### config.mk
export PLATFORM = sky130hd
export DESIGN_NAME = gelato_warp_scheduler
export DESIGN_NICKNAME = d
export VERILOG_FILES = /design/src/rtl/gelato_warp_scheduler_pkg.sv /design/src/rtl/gelato_rr_arbiter.sv /design/src/rtl/gelato_warp_scheduler.sv
export SDC_FILE = /design/constraint.sdc
export NUM_CORES = 2
export LEC_CHECK = 0
export CORE_MARGIN = 2
export CORE_UTILIZATION = 55
export DETAILED_ROUTE_END_ITERATION = 6
export MAX_ROUTING_LAYER = met4
export PLACE_DENSITY = 0.83
export SETUP_SLACK_MARGIN = 0.02
export SLEW_MARGIN = 30
export SYNTH_ARGS = -nofsm -noshare
export SYNTH_HDL_FRONTEND = slang
export SYNTH_HIERARCHICAL = 1
export SYNTH_SLANG_ARGS = --single-unit
### constraint.sdc
create_clock -name clk -period 26.8 [get_ports clk]
set_input_delay 2.68 -clock clk [delete_from_list [all_inputs] [get_ports clk]]
set_output_delay 2.68 -clock clk [all_outputs]
set_load 0.03 [all_outputs]
### src/rtl/gelato_warp_scheduler_pkg.sv
// Shared types for the warp scheduler: address/mask/warp-id types plus per-warp bookkeeping entry.
package gelato_warp_scheduler_pkg;

  localparam int GELATO_NUM_WARPS = 8;
  localparam int ADDR_W           = 32;
  localparam int THREADS_PER_WARP = 32;

  typedef logic [ADDR_W-1:0]                   addr_t;
  typedef logic [THREADS_PER_WARP-1:0]         thread_mask_t;
  typedef logic [$clog2(GELATO_NUM_WARPS)-1:0] warp_num_t;

  typedef enum logic [1:0] {
    WARP_IDLE,
    WARP_READY,
    WARP_WAIT
  } warp_state_e;

  typedef struct packed {
    warp_state_e  state;
    addr_t        pc;
    thread_mask_t mask;
  } warp_entry_t;

endpackage

### src/rtl/gelato_rr_arbiter.sv
// Combinational round-robin picker: first asserted request at or after ptr, wrapping around.
module gelato_rr_arbiter #(
  parameter  int NUM_REQ = 8,
  localparam int IDX_W   = $clog2(NUM_REQ)
) (
  input  logic [NUM_REQ-1:0] req,
  input  logic [IDX_W-1:0]   ptr,
  output logic               grant_valid,
  output logic [IDX_W-1:0]   grant_idx
);

  logic [IDX_W-1:0] idx;

  // NOTE: every signal written here gets a default before any conditional
  // assignment, otherwise synthesis infers a latch to hold the old value.
  always_comb begin
    grant_valid = 1'b0;
    grant_idx   = ptr;
    idx         = ptr;
    for (int k = 0; k < NUM_REQ; k++) begin
      idx = ptr + IDX_W'(k);
      if (!grant_valid && req[idx]) begin
        grant_valid = 1'b1;
        grant_idx   = idx;
      end
    end
  end

endmodule

### src/rtl/gelato_warp_scheduler.sv
// Per-SM warp scheduler with a registered valid/ready issue slot.
// Define GELATO_SCHED_GTO_EN for greedy-then-oldest selection instead of round-robin.
module gelato_warp_scheduler
  import gelato_warp_scheduler_pkg::*;
#(
  parameter  int NUM_WARPS = GELATO_NUM_WARPS,
  parameter  int WARP_W    = $clog2(NUM_WARPS),
  localparam int CNT_W     = $clog2(NUM_WARPS + 1)
) (
  input  logic              clk,
  input  logic              rst,
  input  logic              launch_valid,
  input  logic [WARP_W-1:0] launch_warp,
  input  addr_t             launch_pc,
  input  thread_mask_t      launch_mask,
  output logic              launch_ready,
  output logic              issue_valid,
  input  logic              issue_ready,
  output logic [WARP_W-1:0] issue_warp,
  output addr_t             issue_pc,
  output thread_mask_t      issue_mask,
  input  logic              resume_valid,
  input  logic [WARP_W-1:0] resume_warp,
  input  addr_t             resume_pc,
  input  thread_mask_t      resume_mask,
  input  logic              exit_valid,
  input  logic [WARP_W-1:0] exit_warp,
  output logic [CNT_W-1:0]  active_count,
  output logic              busy
);

  warp_entry_t       warps_q [NUM_WARPS];
  warp_entry_t       warps_d [NUM_WARPS];
  logic              issue_valid_q, issue_valid_d;
  logic [WARP_W-1:0] issue_warp_q, issue_warp_d;
  addr_t             issue_pc_q, issue_pc_d;
  thread_mask_t      issue_mask_q, issue_mask_d;
  logic [WARP_W-1:0] rr_ptr_q, rr_ptr_d;
  logic [CNT_W-1:0]  active_count_q, active_count_d;

  logic [NUM_WARPS-1:0] ready_vec;
  logic [NUM_WARPS-1:0] arb_req;
  logic                 grant_valid;
  logic [WARP_W-1:0]    grant_idx;
  logic                 sel_valid;
  logic [WARP_W-1:0]    sel_idx;
  logic                 rr_advance;
  logic                 slot_free, do_load, launch_fire;
  logic                 resume_ok, exit_ok;

  assign launch_ready = (warps_q[launch_warp].state == WARP_IDLE);
  assign launch_fire  = launch_valid && launch_ready;
  assign slot_free    = !issue_valid_q || issue_ready;
  assign do_load      = slot_free && sel_valid;

  // The warp sitting in the issue slot has not reached the front end yet, so it cannot resolve.
  assign resume_ok = resume_valid && (warps_q[resume_warp].state == WARP_WAIT) &&
                     !(issue_valid_q && (issue_warp_q == resume_warp));
  assign exit_ok   = exit_valid && (warps_q[exit_warp].state == WARP_WAIT);

  always_comb begin
    ready_vec = '0;
    for (int i = 0; i < NUM_WARPS; i++) begin
      ready_vec[i] = (warps_q[i].state == WARP_READY);
    end
  end

  gelato_rr_arbiter #(.NUM_REQ(NUM_WARPS)) u_arb (
    .req         (arb_req),
    .ptr         (rr_ptr_q),
    .grant_valid (grant_valid),
    .grant_idx   (grant_idx)
  );

`ifdef GELATO_SCHED_GTO_EN
  localparam int AGE_W = 8;

  logic [AGE_W-1:0]  age_q [NUM_WARPS];
  logic [AGE_W-1:0]  age_d [NUM_WARPS];
  logic [AGE_W-1:0]  max_age;
  logic [WARP_W-1:0] last_q, last_d;
  logic              last_valid_q, last_valid_d;
  logic              greedy;

  // Age counts launches seen since a warp's own launch; the largest age is the oldest warp.
  always_comb begin
    max_age = '0;
    arb_req = '0;
    for (int i = 0; i < NUM_WARPS; i++) begin
      if (ready_vec[i] && (age_q[i] > max_age)) max_age = age_q[i];
    end
    for (int i = 0; i < NUM_WARPS; i++) begin
      arb_req[i] = ready_vec[i] && (age_q[i] == max_age);
    end
    greedy     = last_valid_q && ready_vec[last_q];
    sel_valid  = greedy || grant_valid;
    sel_idx    = greedy ? last_q : grant_idx;
    rr_advance = !greedy;
    age_d      = age_q;
    if (launch_fire) begin
      for (int i = 0; i < NUM_WARPS; i++) begin
        if (WARP_W'(i) == launch_warp) age_d[i] = '0;
        else if (age_q[i] != '1)       age_d[i] = age_q[i] + AGE_W'(1);
      end
    end
  end

  always_comb begin
    last_d       = last_q;
    last_valid_d = last_valid_q;
    if (do_load) begin
      last_d       = sel_idx;
      last_valid_d = 1'b1;
    end
  end

  always_ff @(posedge clk or posedge rst) begin
    if (rst) begin
      for (int i = 0; i < NUM_WARPS; i++) age_q[i] <= '0;
      last_q       <= '0;
      last_valid_q <= 1'b0;
    end else begin
      age_q        <= age_d;
      last_q       <= last_d;
      last_valid_q <= last_valid_d;
    end
  end
`else
  always_comb begin
    arb_req    = ready_vec;
    sel_valid  = grant_valid;
    sel_idx    = grant_idx;
    rr_advance = 1'b1;
  end
`endif

  // Later assignments override earlier ones, so exit beats resume on the same warp.
  always_comb begin
    warps_d = warps_q;
    if (launch_fire) begin
      warps_d[launch_warp] = '{state: WARP_READY, pc: launch_pc, mask: launch_mask};
    end
    if (do_load) begin
      warps_d[sel_idx].state = WARP_WAIT;
    end
    if (resume_ok) begin
      warps_d[resume_warp].pc    = resume_pc;
      warps_d[resume_warp].mask  = resume_mask;
      warps_d[resume_warp].state = (resume_mask == '0) ? WARP_IDLE : WARP_READY;
    end
    if (exit_ok) begin
      warps_d[exit_warp].state = WARP_IDLE;
    end
  end

  always_comb begin
    active_count_d = '0;
    for (int i = 0; i < NUM_WARPS; i++) begin
      if (warps_d[i].state != WARP_IDLE) active_count_d = active_count_d + CNT_W'(1);
    end
  end

  always_comb begin
    issue_valid_d = issue_valid_q;
    issue_warp_d  = issue_warp_q;
    issue_pc_d    = issue_pc_q;
    issue_mask_d  = issue_mask_q;
    rr_ptr_d      = rr_ptr_q;
    if (do_load) begin
      issue_valid_d = 1'b1;
      issue_warp_d  = sel_idx;
      issue_pc_d    = warps_q[sel_idx].pc;
      issue_mask_d  = warps_q[sel_idx].mask;
      if (rr_advance) rr_ptr_d = sel_idx + WARP_W'(1);
    end else if (slot_free) begin
      issue_valid_d = 1'b0;
    end
  end

  // NOTE: sequential state uses non-blocking assignments so every register
  // samples pre-edge values regardless of statement order.
  always_ff @(posedge clk or posedge rst) begin
    if (rst) begin
      // NOTE: the warp table is reset entry by entry; software relies on IDLE/pc=0/mask=0
      // after reset, so it must not be left as uninitialised storage.
      for (int i = 0; i < NUM_WARPS; i++) begin
        warps_q[i] <= '{state: WARP_IDLE, pc: '0, mask: '0};
      end
      issue_valid_q  <= 1'b0;
      issue_warp_q   <= '0;
      issue_pc_q     <= '0;
      issue_mask_q   <= '0;
      rr_ptr_q       <= '0;
      active_count_q <= '0;
    end else begin
      warps_q        <= warps_d;
      issue_valid_q  <= issue_valid_d;
      issue_warp_q   <= issue_warp_d;
      issue_pc_q     <= issue_pc_d;
      issue_mask_q   <= issue_mask_d;
      rr_ptr_q       <= rr_ptr_d;
      active_count_q <= active_count_d;
    end
  end

  always_ff @(posedge clk) begin
    if (!rst && resume_valid) begin
      assert (warps_q[resume_warp].state == WARP_WAIT)
        else $error("resume to non-WAIT warp %0d", resume_warp);
    end
  end

  assign issue_valid  = issue_valid_q;
  assign issue_warp   = issue_warp_q;
  assign issue_pc     = issue_pc_q;
  assign issue_mask   = issue_mask_q;
  assign active_count = active_count_q;
  assign busy         = (active_count_q != '0) || issue_valid_q;

endmodule
# Word-level counts from Yosys, hierarchy flattened
# Cells that the tools add are included.
[classes] n_addsub=15 n_lt_le_gt_ge=16 eq_ne=11 n_mux=76 bitwise=4 n_reduce_logical=40
[ops] cell="$bwmux 528" count=6
[ops] cell="$mux 528" count=4
[ops] cell="$demux 66 s3" count=6
[ops] cell="$bmux 66 s3" count=4
[ops] cell="$mux 66" count=10
[ops] cell="$mux 64" count=3
[ops] cell="$logic_not 32->1" count=1
[ops] cell="$lt 3x4->1 const B" count=8
[ops] cell="$mux 32" count=1
[ops] cell="$add 4x1->4 const B" count=7
[ops] cell="$mux 4" count=7
[ops] cell="$bmux 1 s3" count=8
[ops] cell="$mux 3" count=7
[ops] cell="$mux 1" count=20
[ops] cell="$reduce_bool 2->1" count=9
[ops] cell="$logic_and 1x1->1" count=17
[ops] cell="$eq 2x1->1 const B" count=8
[ops] cell="$ge 4x4->1 const B" count=4
[ops] cell="$lt 4x1->1 const B" count=4
[ops] cell="$not 3->4" count=4
[ops] cell="$add 3x3->3 const B" count=4
[ops] cell="$logic_not 1->1" count=9
[ops] cell="$add 3x1->3 const B" count=2
[ops] cell="$add 3x2->3 const B" count=2
[ops] cell="other kinds (5)" count=7
[word_totals] reg_bits=603 inputBits=143 output_inout_bits=74 wordCells=192

# Longest topological paths before layout
[depth] depth_word=54 mapped_depth=37

# Modules after synthesis
# The synthesis kept the hierarchy.
[by_module_without_submodules] module="gelato_warp_scheduler" n_inst=1 cells_per_inst=3167 area_per_inst_um2=32050.7 seq_area_each_um2=15089.5
[by_module_without_submodules] module="gelato_rr_arbiter" n_inst=1 cells_per_inst=97 area_per_inst_um2=867.1 seq_area_each_um2=0.0

# Worst setup path before layout
# OpenSTA, ideal clock, no wires.
[synth_path] kind="input -> register" from="input port resume_warp[2]" to="register active_count_q[1] (netlist: active_count[1])" setup_ps=125 t_arrival_ps=7536 required_ps=26675 setup_slack_ps=19139 cell_stages=26 path_buffers=2 path_cell_list="buf_6 -> and3_1 -> a2111oi_2 -> a32o_1 -> nand4_1 -> nor4_1 -> clkbuf_1 -> a21oi_1 -> nor2_1 -> nor2_1 -> ha_1 -> xnor2_1 -> ha_1 -> nand2_1 -> o21ai_1 -> ha_1 -> inv_1 -> a21oi_1 -> ha_1 -> nand2_1 -> nand2_1 -> ha_1 -> nor2_1 -> a31oi_1 -> ha_1 -> mux2_2"
[synth_via] elab_chain_len=26 elab_cells_between_ends=46
[synth_lines] element="start, declared" line="gelato_warp_scheduler.sv:23" text="input logic [WARP_W-1:0] resume_warp,"
[synth_lines] element="branches (longest 7 deep; another with $ge 4x4->1)"
[synth_lines] element="$mux 528 *" line="gelato_warp_scheduler.sv:146" text="if (resume_ok) begin"
[synth_lines] element="$bwmux 528" line="gelato_warp_scheduler.sv:152" text="warps_d[exit_warp].state = WARP_IDLE;"
[synth_lines] element="$mux 528 *" line="gelato_warp_scheduler.sv:151" text="if (exit_ok) begin"
[synth_lines] element="$reduce_bool 2->1" line="gelato_warp_scheduler.sv:159" text="if (warps_d[i].state != WARP_IDLE) active_count_d = active_count_d + CNT_W'(1);"
[synth_lines] element="$mux 1" line="gelato_warp_scheduler.sv:159"
[synth_lines] element="$add 4x1->4" line="gelato_warp_scheduler.sv:159"
[synth_lines] element="$mux 4" line="gelato_warp_scheduler.sv:159"
[synth_lines] element="[5 not listed]"
[synth_lines] element="$mux 4" line="gelato_warp_scheduler.sv:159"
[synth_lines] element="$add 4x1->4" line="gelato_warp_scheduler.sv:159"
[synth_lines] element="$mux 4" line="gelato_warp_scheduler.sv:159"
[synth_lines] element="$add 4x1->4" line="gelato_warp_scheduler.sv:159"
[synth_lines] element="$mux 4" line="gelato_warp_scheduler.sv:159"
[synth_lines] element="$add 4x1->4" line="gelato_warp_scheduler.sv:159"
[synth_lines] element="$mux 4 *" line="gelato_warp_scheduler.sv:159"
[synth_lines] element="net active_count_d[1]" line="gelato_warp_scheduler.sv:39" text="logic [CNT_W-1:0] active_count_q, active_count_d;"
[synth_lines] element="end signal, assigned" line="gelato_warp_scheduler.sv:202" text="active_count_q <= active_count_d;"
[synth_lines] element="end, declared" line="gelato_warp_scheduler.sv:39"
# Mark *: on every way through the listed nets, which the timed path passes. The select of a mux whose other input is x is not followed.
# A chain may end at the register's enable or synchronous reset.

# Final worst setup path
# Ends and elaborated chain as after synthesis.

==> key figures <==
Synthesis
  – Yosys warning count: 6
  – Synth Flop Type: dfrtp_1
  – Yosys reg bits: approximately 600
  – Post-Synthesis Cell Area: roughly 33000 um2
  – Sequential share of the synthesized area: 45.8%
  – Syn avg cell area: 10.1 um2
  – Async SR Flop Fraction: 100%
  – Ranking of synthesized cells by area: dfrtp_1 (46%), mux2i_1 (16%), mux4_2 (9.6%), nand2_1 (5.5%), o21ai_0 (5.0%)
  – Share of the synthesized area in the top cell type: 45.8%
  – Post-synth EDFFs: 0
  – Yosys top cell by area: dfrtp_1
  – Syn Inst Count: 3264
  – Cell variety after synth: 80
  – Syn Nets: 3417

Routing
  – Post-DRT Antenna Nets: 0
  – Met2 WL: roughly 43000 um
  – DRC: 12
  – Total Wirelength: 93900 um
  – Met1 Wirelength: 38900 um
  – Vias: 25600
  – Highest metal used: met4
  – Iter 0 DRT Violations: 3037
  – Via density per instance: 6.32
  – WL met3: 9040 um
  – Routed WL per cell: 23.2 um
  – Initial DRT Pass Iterations: 7

Timing
  – Worst-Margin Slew: 1.05 ns
  – Fin. Hold Viols: 0
  – Final Max Tran Viols: 0
  – Slew margin rel.: 30.2%
  – Count of final setup violators: 0
  – Fin crit share: about a third
  – Final TNS setup: 0 ns
  – F_max: approximately 120 MHz
  – Clock period minus worst slack: 8.44 ns
  – RSZ-0062 raised after global routing: false
  – Clock skew: 0.0215 ns

Finish
  – Layout cells sized above 1: 10.2%
  – Register Area: 15100 um2
  – Final Net Count: 3371
  – Filler Cell Count: 4435
  – Syn-to-layout area delta: 13.7%
  – Multi-input gate area: about 16000 um2

Worst setup path
  – RR Startpoint: rr_ptr_q[1]
  – CP max stage delay: 0.70 ns
  – CP max FO: 54
  – Startpoint Class: primary input
  – FF-to-FF setup slack: ~19 ns
  – Setup CP Type: in2reg
  – Most frequent cell on the critical path: ha_1
  – Crit path launch: resume_warp[2]
  – Crit path required time: 27.28 ns
  – Worst EP arrival: around 9 ns
  – Slowest CP cell: clkdlybuf4s50_1
  – CP endpoint kind: register

Outcome
  – Status: complete, but fails checks
  – Failing checks: design-rule violations

Floorplanning
  – Cell Rows: between 80 and 90
  – Starting Density: between 50 and 60%
  – Ports: ~220
  – Die H: 249 um
  – Core Area: slightly below 60000 um2
  – Die width: 249 um
  – Full die area: 61800 um2

Clock network
  – CTS clock-pin slew for the worst setup and hold paths: 0.06 ns
  – CTS tree: done
  – # H-tree levels: 3
  – Hold Buf Count CTS: 0
  – CTS Sinks: around 600
  – # Post-CTS Setup Buffers: 0
  – Clock latency at the later pin of the worst-skew pair: 0.60 ns
  – CTS max path bufs: 3
  – CTS root buf: clkbuf_16
  – # resized after CTS: 0
  – CTS Buf Count: 66

Global routing
  – First-pass GRT wire length: between 100000 and 150000 um
  – Total grt overflow: 0
  – Global-route usage over all layers: a little under a third
  – Pin count of the biggest net entering global routing: roughly 160
  – Initial antenna violation count: 12
  – Vias in the first global route: 25200

Job
  – Max Cap Viol: 0

Placement
  – Final Wtd Congestion: 0.972
  – Post-DP HPWL: 52900 um
  – Number of port buffers: 216

Hold path
  – Hold WC Path Type: reg2reg
  – Hold_sp: issue_mask[30]
==> critical path, delay by kind of cell <==
| kind | cells | cell delay, ns |
|---|---|---|
| compound gates | 6 | 1.07 |
| simple gates | 9 | 1.42 |
| fa+ha+maj | 6 | 1.95 |
| mux | 1 | 0.26 |
| xor+xnor | 1 | 0.16 |
| buf+inv | 3 | 1.33 |
==> cell families after synthesis <==
logic type      count (synthesis)  synth area share [%]
flops                         603                  45.8
simple gates                  880                  10.9
mux                           671                  25.8
compound gates                681                  11.5
buf+inv                       398                  4.77
xor+xnor                       21                 0.737
fa+ha+maj                      10                 0.380
==> worst paths after layout <==
check	endpoint	cells after the start
worst max-delay path	active_count[1]	26
worst min-delay path	issue_mask[30]	2
max in group asynchronous	warps_q[39]	6
worst min register to register	issue_mask[30]	2
min in group asynchronous	warps_q[316]	2
worst max register to register	active_count[1]	28
==> placed cells by master, fill, tap and decap left out, types with 13 or more instances in the layout <==
cell / n
nor2b_1: 15
mux4_2: 141
nor2_1: 294
clkdlybuf4s50_1: 216
inv_1: 22
o21ai_0: 331
clkbuf_8: 16
dfrtp_1: 603
nand4_1: 13
buf_4: 33
a21oi_1: 215
nand2_1: 485
clkbuf_1: 15
a31oi_1: 71
nand2b_1: 14
mux2i_1: 523
clkbuf_16: 71
==> registers in the layout, summed over array words and instances, names as in the netlist <==
name and cells:
issue_pc 32, warps_q 528, rr_ptr_q 3, issue_valid 1, issue_mask 32, issue_warp 3, active_count 4
==> routing by layer <==
metal,global-route usage (%),vias to the layer above
met4,11.4,0
li1,-,11400
met2,46.2,1344
met3,7.21,223
met5,-,-
met1,41.4,12700
==> synth_stat cells, types with 5 or more instances <==
| cell type | instances |
|---|---|
| dfrtp_1 | 603 |
| mux2i_1 | 523 |
| nand2_1 | 486 |
| o21ai_0 | 331 |
| nor2_1 | 295 |
| clkbuf_1 | 234 |
| a21oi_1 | 215 |
| mux4_2 | 141 |
| buf_1 | 99 |
| a31oi_1 | 71 |
| clkbuf_2 | 27 |
| inv_1 | 24 |
| nor2b_1 | 15 |
| nand2b_1 | 14 |
| nand4_1 | 13 |
| nor4_1 | 11 |
| ha_1 | 10 |
| xnor2_1 | 10 |
| buf_2 | 9 |
| a22oi_1 | 8 |
| mux2_2 | 7 |
| nor3_1 | 7 |
| a211oi_1 | 6 |
| a221oi_1 | 5 |
| and2_1 | 5 |
| nand3_1 | 5 |
==> through the flow <==
stage                     hold slack, ns  instances  instance area [um2]  setup slack [ns]  util [%]
after floorplan                    0.448       3264                32900              7.24         -
after global placement             0.460       3921                35000             17.93      59.2
after detailed placement           0.470       3922                35000             17.85      59.3
after CTS                          0.482       4038                37400             18.44      63.2
after global routing               0.505       4051                37400             17.95      63.3
final                              0.477       4051                37400             18.36      63.3
==> layout make-up <==
class                           instances  share of cell area (%)
Tap cell                              773                    2.58
Clock buffer                          102                    5.49
Timing Repair Buffer                  260                    6.90
Inverter                               24                   0.264
Clock inverter                         14                   0.675
Sequential cell                       603                    40.3
Multi-Input combinational cell       2263                    43.7
Antenna cell                           12                  0.0802
Power is left out: the tool's default activity adds up to more than one toggle a clock period on the data nets, which glitch-free logic cannot reach.
